### src/rtl/result_drain_unit.sv
// Result drain unit: fetches result matrix C one row per read (all banks in parallel) into
// ping-pong row buffers and streams it row-major on a valid/ready port. Macro RESULT_DRAIN_REQUANT_EN adds int8 requantization.
module result_drain_unit #(
    parameter int N      = 16,
    parameter int ADDR_W = 8,
    parameter int DATA_W = 32
) (
    input  logic                clk,
    input  logic                rst,
    input  logic                i_start,
`ifdef RESULT_DRAIN_REQUANT_EN
    input  logic [4:0]          i_requant_shift,
`endif
    output logic                o_busy,
    output logic                o_done,
    output logic                o_bram_c_rden,
    output logic [N*ADDR_W-1:0] o_bram_c_raddr,
    input  logic [N*DATA_W-1:0] i_bram_c_rdata,
    output logic                o_m_valid,
    input  logic                i_m_ready,
    output logic [DATA_W-1:0]   o_m_data,
    output logic                o_m_last,
    output logic                o_m_eor
);

    localparam int CW = (N > 1) ? $clog2(N) : 1;
    localparam int RW = $clog2(N + 1);

    typedef enum logic [1:0] {S_IDLE, S_RUN, S_DONE} state_t;

    state_t            r_state;
    state_t            w_nextState;

    logic [DATA_W-1:0] r_buf [2][N];
    logic [1:0]        r_full;
    logic [1:0]        r_pend;
    logic              r_fillSel;
    logic              r_rdSel;
    logic              r_presSel;
    logic              r_capValid;
    logic              r_capSel;
    logic [RW-1:0]     r_fetchRow;
    logic [CW-1:0]     r_rdCol;
    logic [CW-1:0]     r_rdRow;
    logic              r_mValid;
    logic              r_mEor;
    logic              r_mLast;
    logic [DATA_W-1:0] r_mData;

    logic              w_startAcc;
    logic              w_handshake;
    logic              w_fetch;
    logic              w_load;
    logic              w_wrValid;
    logic              w_wrSel;
    logic [1:0]        w_freeMask;
    logic [1:0]        w_fetchMask;
    logic [1:0]        w_wrMask;
    logic [DATA_W-1:0] w_wrWord [N];

    assign w_startAcc  = (r_state == S_IDLE) && i_start;
    assign w_handshake = r_mValid && i_m_ready;
    // A buffer released by this cycle's end-of-row handshake may be refetched in the same cycle.
    assign w_freeMask  = (w_handshake && r_mEor) ? (2'b01 << r_presSel) : 2'b00;
    assign w_fetch     = (r_state == S_RUN) && (r_fetchRow < RW'(N))
                         && !(r_full[r_fillSel] && !w_freeMask[r_fillSel])
                         && !r_pend[r_fillSel];
    assign w_fetchMask = w_fetch ? (2'b01 << r_fillSel) : 2'b00;
    assign w_wrMask    = w_wrValid ? (2'b01 << w_wrSel) : 2'b00;
    assign w_load      = (!r_mValid || i_m_ready) && r_full[r_rdSel];

`ifdef RESULT_DRAIN_REQUANT_EN
    localparam logic signed [DATA_W:0] SAT_HI = 127;
    localparam logic signed [DATA_W:0] SAT_LO = -128;

    logic [4:0]          r_shift;
    logic                r_stageValid;
    logic                r_stageSel;
    logic [N*DATA_W-1:0] r_stageData;

    function automatic logic [DATA_W-1:0] requant(input logic [DATA_W-1:0] x, input logic [4:0] sh);
        logic signed [DATA_W:0] v;
        v = $signed({x[DATA_W-1], x});
        if (sh != 5'd0)
            v = v + ((DATA_W+1)'(1) << (sh - 5'd1));
        v = v >>> sh;
        if (v > SAT_HI)
            v = SAT_HI;
        else if (v < SAT_LO)
            v = SAT_LO;
        return {{(DATA_W-8){v[7]}}, v[7:0]};
    endfunction

    // Read data is registered once more so the shift/round/saturate path gets a full cycle.
    always_ff @(posedge clk or negedge rst) begin
        if (!rst) begin
            r_shift      <= '0;
            r_stageValid <= 1'b0;
            r_stageSel   <= 1'b0;
            r_stageData  <= '0;
        end else begin
            if (w_startAcc)
                r_shift <= i_requant_shift;
            r_stageValid <= r_capValid;
            r_stageSel   <= r_capSel;
            if (r_capValid)
                r_stageData <= i_bram_c_rdata;
        end
    end

    assign w_wrValid = r_stageValid;
    assign w_wrSel   = r_stageSel;

    always_comb begin
        for (int k = 0; k < N; k++)
            w_wrWord[k] = requant(r_stageData[k*DATA_W +: DATA_W], r_shift);
    end
`else
    assign w_wrValid = r_capValid;
    assign w_wrSel   = r_capSel;

    always_comb begin
        for (int k = 0; k < N; k++)
            w_wrWord[k] = i_bram_c_rdata[k*DATA_W +: DATA_W];
    end
`endif

    always_ff @(posedge clk or negedge rst) begin
        if (!rst)
            r_state <= S_IDLE;
        else
            r_state <= w_nextState;
    end

    always_comb begin
        w_nextState = r_state;
        o_busy      = 1'b0;
        o_done      = 1'b0;
        case (r_state)
            S_IDLE: if (i_start) w_nextState = S_RUN;
            S_RUN: begin
                o_busy = 1'b1;
                if (w_handshake && r_mLast)
                    w_nextState = S_DONE;
            end
            S_DONE: begin
                o_done      = 1'b1;
                w_nextState = S_IDLE;
            end
            default: w_nextState = S_IDLE;
        endcase
    end

    always_ff @(posedge clk) begin
        if (w_wrValid)
            r_buf[w_wrSel] <= w_wrWord;
    end

    always_ff @(posedge clk or negedge rst) begin
        if (!rst) begin
            r_full     <= 2'b00;
            r_pend     <= 2'b00;
            r_fillSel  <= 1'b0;
            r_rdSel    <= 1'b0;
            r_presSel  <= 1'b0;
            r_capValid <= 1'b0;
            r_capSel   <= 1'b0;
            r_fetchRow <= '0;
            r_rdCol    <= '0;
            r_rdRow    <= '0;
            r_mValid   <= 1'b0;
            r_mEor     <= 1'b0;
            r_mLast    <= 1'b0;
            r_mData    <= '0;
        end else begin
            r_full     <= (r_full & ~w_freeMask) | w_wrMask;
            r_pend     <= (r_pend | w_fetchMask) & ~w_wrMask;
            r_capValid <= w_fetch;
            r_capSel   <= r_fillSel;
            if (w_startAcc) begin
                r_fetchRow <= '0;
                r_fillSel  <= 1'b0;
                r_rdSel    <= 1'b0;
                r_rdCol    <= '0;
                r_rdRow    <= '0;
            end else begin
                if (w_fetch) begin
                    r_fetchRow <= r_fetchRow + RW'(1);
                    r_fillSel  <= ~r_fillSel;
                end
                if (w_load) begin
                    if (r_rdCol == CW'(N-1)) begin
                        r_rdCol <= '0;
                        r_rdSel <= ~r_rdSel;
                        r_rdRow <= (r_rdRow == CW'(N-1)) ? '0 : r_rdRow + CW'(1);
                    end else begin
                        r_rdCol <= r_rdCol + CW'(1);
                    end
                end
            end
            // Output register refills whenever it is empty or being consumed this edge.
            if (w_load) begin
                r_mValid  <= 1'b1;
                r_mData   <= r_buf[r_rdSel][r_rdCol];
                r_mEor    <= (r_rdCol == CW'(N-1));
                r_mLast   <= (r_rdCol == CW'(N-1)) && (r_rdRow == CW'(N-1));
                r_presSel <= r_rdSel;
            end else if (w_handshake) begin
                r_mValid <= 1'b0;
                r_mEor   <= 1'b0;
                r_mLast  <= 1'b0;
            end
        end
    end

    assign o_bram_c_rden  = w_fetch;
    assign o_bram_c_raddr = {N{ADDR_W'(r_fetchRow)}};
    assign o_m_valid      = r_mValid;
    assign o_m_data       = r_mData;
    assign o_m_eor        = r_mEor;
    assign o_m_last       = r_mLast;

endmodule

### config.mk
export PLATFORM = sky130hd
export DESIGN_NAME = result_drain_unit
export DESIGN_NICKNAME = d
export VERILOG_FILES = /design/src/rtl/result_drain_unit.sv
export SDC_FILE = /design/constraint.sdc
export NUM_CORES = 1
export LEC_CHECK = 0
export BUFFER_PORTS_ARGS = -buffer_cell sky130_fd_sc_hd__buf_2
export CORE_MARGIN = 10
export CORE_UTILIZATION = 29
export CTS_BUF_LIST = sky130_fd_sc_hd__clkbuf_8 sky130_fd_sc_hd__clkbuf_16
export DETAILED_ROUTE_END_ITERATION = 8
export HOLD_SLACK_MARGIN = 0.12
export PLACE_DENSITY_LB_ADDON = 0.12
export SYNTH_ARGS = -nofsm -noshare
export SYNTH_HDL_FRONTEND = slang
export SYNTH_SLANG_ARGS = --single-unit
### constraint.sdc
create_clock -name clk -period 68.7 [get_ports clk]
set_input_delay 13.74 -clock clk [delete_from_list [all_inputs] [get_ports clk]]
set_output_delay 13.74 -clock clk [all_outputs]
set_load 0.01 [all_outputs]
==> out/qor.yml <==
hold_path.class: "reg2reg"
antenna_found_initial: 122
root_buffer: "clkbuf_16"
syn_to_final_growth_pct: 20.8
maxSlewHeadroom: 0.258
vias: 22100
coreArea_mm2: 0.145
drc_errors: 0
swShare: 0.317
ys_async_sr_fraction: 0.0545
postCtsSetupBuffers: 0
syn_area_mm2: 0.0423
synth-edff-count: 1024
cts_tree: "done"
finalWirelength_um: 127000
critPathKind: "in2out"
clk_pin_slew_ns: 0.06
wl_per_cell_um: 26.5
grt.busiest_layer: "met2"
hpwl_um: 87300
grt_overflow: 0
dp_slack_ns: 40.11
grt_max_degree: 158
clock_path_buffers: 3
drive_gt1_frac: 0.370
synth_xor_area_frac: 0.00145
setup-tns-final_ns: 0
cts.sinks: 1083
start_kind: "input port"
power.switching_w: 0.000689
path_max_fanout: 9
grt_pass1_vias: 23800
clk_latency_ns: 0.75
grt_usage: 0.152
p_leak_nw: 17.9
max_freq_mhz: 35.0
grt_pass1_wl_um: 177000
die_x_um: 402
fillCellCount: 13600
ys_ff_latch: 1083
die-area_mm2: 0.161
ant_nets: 0
setup_viol: 0
placed_area_mm2: 0.0469
synth_top_family_by_area: "multiplexers"
syn_area_per_cell_um2: 20.0
synthMuxAreaShare: 0.147
vdd_drop_max_mv: 0.0264
post_cts_resized: 0
yosys.area_share.simple: 0.0241
combPwrFrac: 0.278
via_per_inst: 4.63
drt_iter0_markers: 1119
fin_ws_ns: 40.12
met1_usage: 0.165
numPortBuffers: 633
hold_violations: 0
period_needed_ns: 28.58
ys_types: 41
cp.arrival_ns: 14.84
fin_worst_hold_slack_ns: 0.488
grt_setup_unrepaired: "no"
p_int_w: 0.00148
clkPwrFrac: 0.306
fp.dieH_um: 402
gp_congestion: 0.738
htree_levels: 3
fin_crit_sh: 0.416
ctsHoldBuffers: 0
ys.flop_type: "edfxtp_1"
yosys_warnings: 0
drt-pass1-iter-count: 5
met3_usage: 0.0666
synth_cells: 2114
worst_slew_pin_slew_ns: 1.11
design_area_mm2: 0.0511
slew_viol_final: 0
drv_cap: 0
synth_compound_area_frac: 0.0272
clock_skew_ns: 0.0436
start_util: 0.291
met2_usage: 0.266
r2r_slack_ns: 63.36
endpoint_kind: "output port"
final_cell_mix: "1024 x edfxtp_1, 632 x buf_2, 262 x mux2i_1"
numCtsBuffers: 121
cellPowerDensity_mw_per_mm2: 42.5
io_pins: 682
power_w: 0.00217
seqPwrFrac: 0.416
critPathRequiredTime_ns: 54.96
placement_rows: 140
layout_commonest_cell: "edfxtp_1"
status: "completed"
synth-adder-area-share: 0.000888
ys_seq_area_frac: 0.762
final_nets: 3240
## critical path: stages
cell	delay [ns]
buf_2	0.13
nand4b_1	0.13
a211oi_1	0.25
o21a_1	0.38
buf_2	0.21
## power by group through the flow
stage               Sequential (W)  Combinational [W]  Clock (W)
finish                    0.000903           0.000605   0.000665
global route              0.000914           0.000660   0.000713
CTS                       0.000905           0.000633   0.000685
detailed placement        0.000918           0.000632          0
global placement          0.000914           0.000625          0
floorplan                 0.000970           0.000431          0
## stage by stage
| stage | std cells | util |
|---|---|---|
| floorplan | 2161 | - |
| global placement | 4515 | 0.323 |
| detailed placement | 4515 | 0.323 |
| CTS | 4738 | 0.351 |
| global route | 4753 | 0.352 |
| finish | 4767 | 0.352 |
## path summary, 6_finish.rpt
path | from | cells after the start | endpoint
worst max-delay path | i_m_ready | 5 | o_bram_c_rden
worst min-delay path | r_fillSel | 0 | r_capSel
worst max register to register | r_rdCol[0] | 7 | o_m_data[15]
worst min register to register | r_fillSel | 0 | r_capSel
max in group asynchronous | rst | 2 | r_rdSel
min in group asynchronous | rst | 1 | o_m_data[21]
## sequential cells by signal, summed over array words and instances (netlist names), 2 cells and up
register / count
r_rdCol: 4
r_state: 2
r_buf: 1024
r_rdRow: 4
r_fetchRow: 5
r_pend: 2
o_m_data: 32
r_full: 2
## per-layer routing
| layer | vias to the layer above | part of all wire |
|---|---|---|
| met5 | - | 0.0046 |
| met4 | 84 | 0.030 |
| met3 | 320 | 0.095 |
| met2 | 841 | 0.51 |
| met1 | 11100 | 0.36 |
| li1 | 9697 | - |
## Yosys cell counts (13+ instances only)
library cell,instances,share of area
buf_4,138,0.025
a2111oi_2,27,0.0096
mux4_2,160,0.085
nor3_1,32,0.0038
buf_2,47,0.0056
nand2_1,19,0.0017
o22ai_1,96,0.014
dfrtp_1,59,0.035
buf_6,13,0.0035
nor2_1,112,0.0099
edfxtp_1,1024,0.73
mux2i_1,262,0.062
clkbuf_1,32,0.0028
nor4_1,32,0.0047
## kinds of logic (layout without fill, tap and decap cells)
family	Yosys count	after routing
buffers and inverters	234	894
adder cells (fa/ha/maj)	3	3
AO/OA/AOI/OAI	144	144
AND/OR/NAND/NOR	220	220
XOR/XNOR	7	7
flip-flops	1083	1083
other	1	77
multiplexers	422	422
## final cells by class
| class | instances | area [um2] | area share |
|---|---|---|---|
| repair buffers | 668 | 3500 | 0.0684 |
| flip-flops and latches | 1083 | 32200 | 0.631 |
| multi-input cells | 844 | 8750 | 0.171 |
| well taps | 1917 | 2400 | 0.0469 |
| inverters | 3 | 18.8 | 0.000367 |
| clock inverters | 101 | 1060 | 0.0208 |
| clock buffers | 122 | 3050 | 0.0598 |
| diodes | 29 | 72.6 | 0.00142 |
Note: power is estimated with default switching activity, not from simulation.
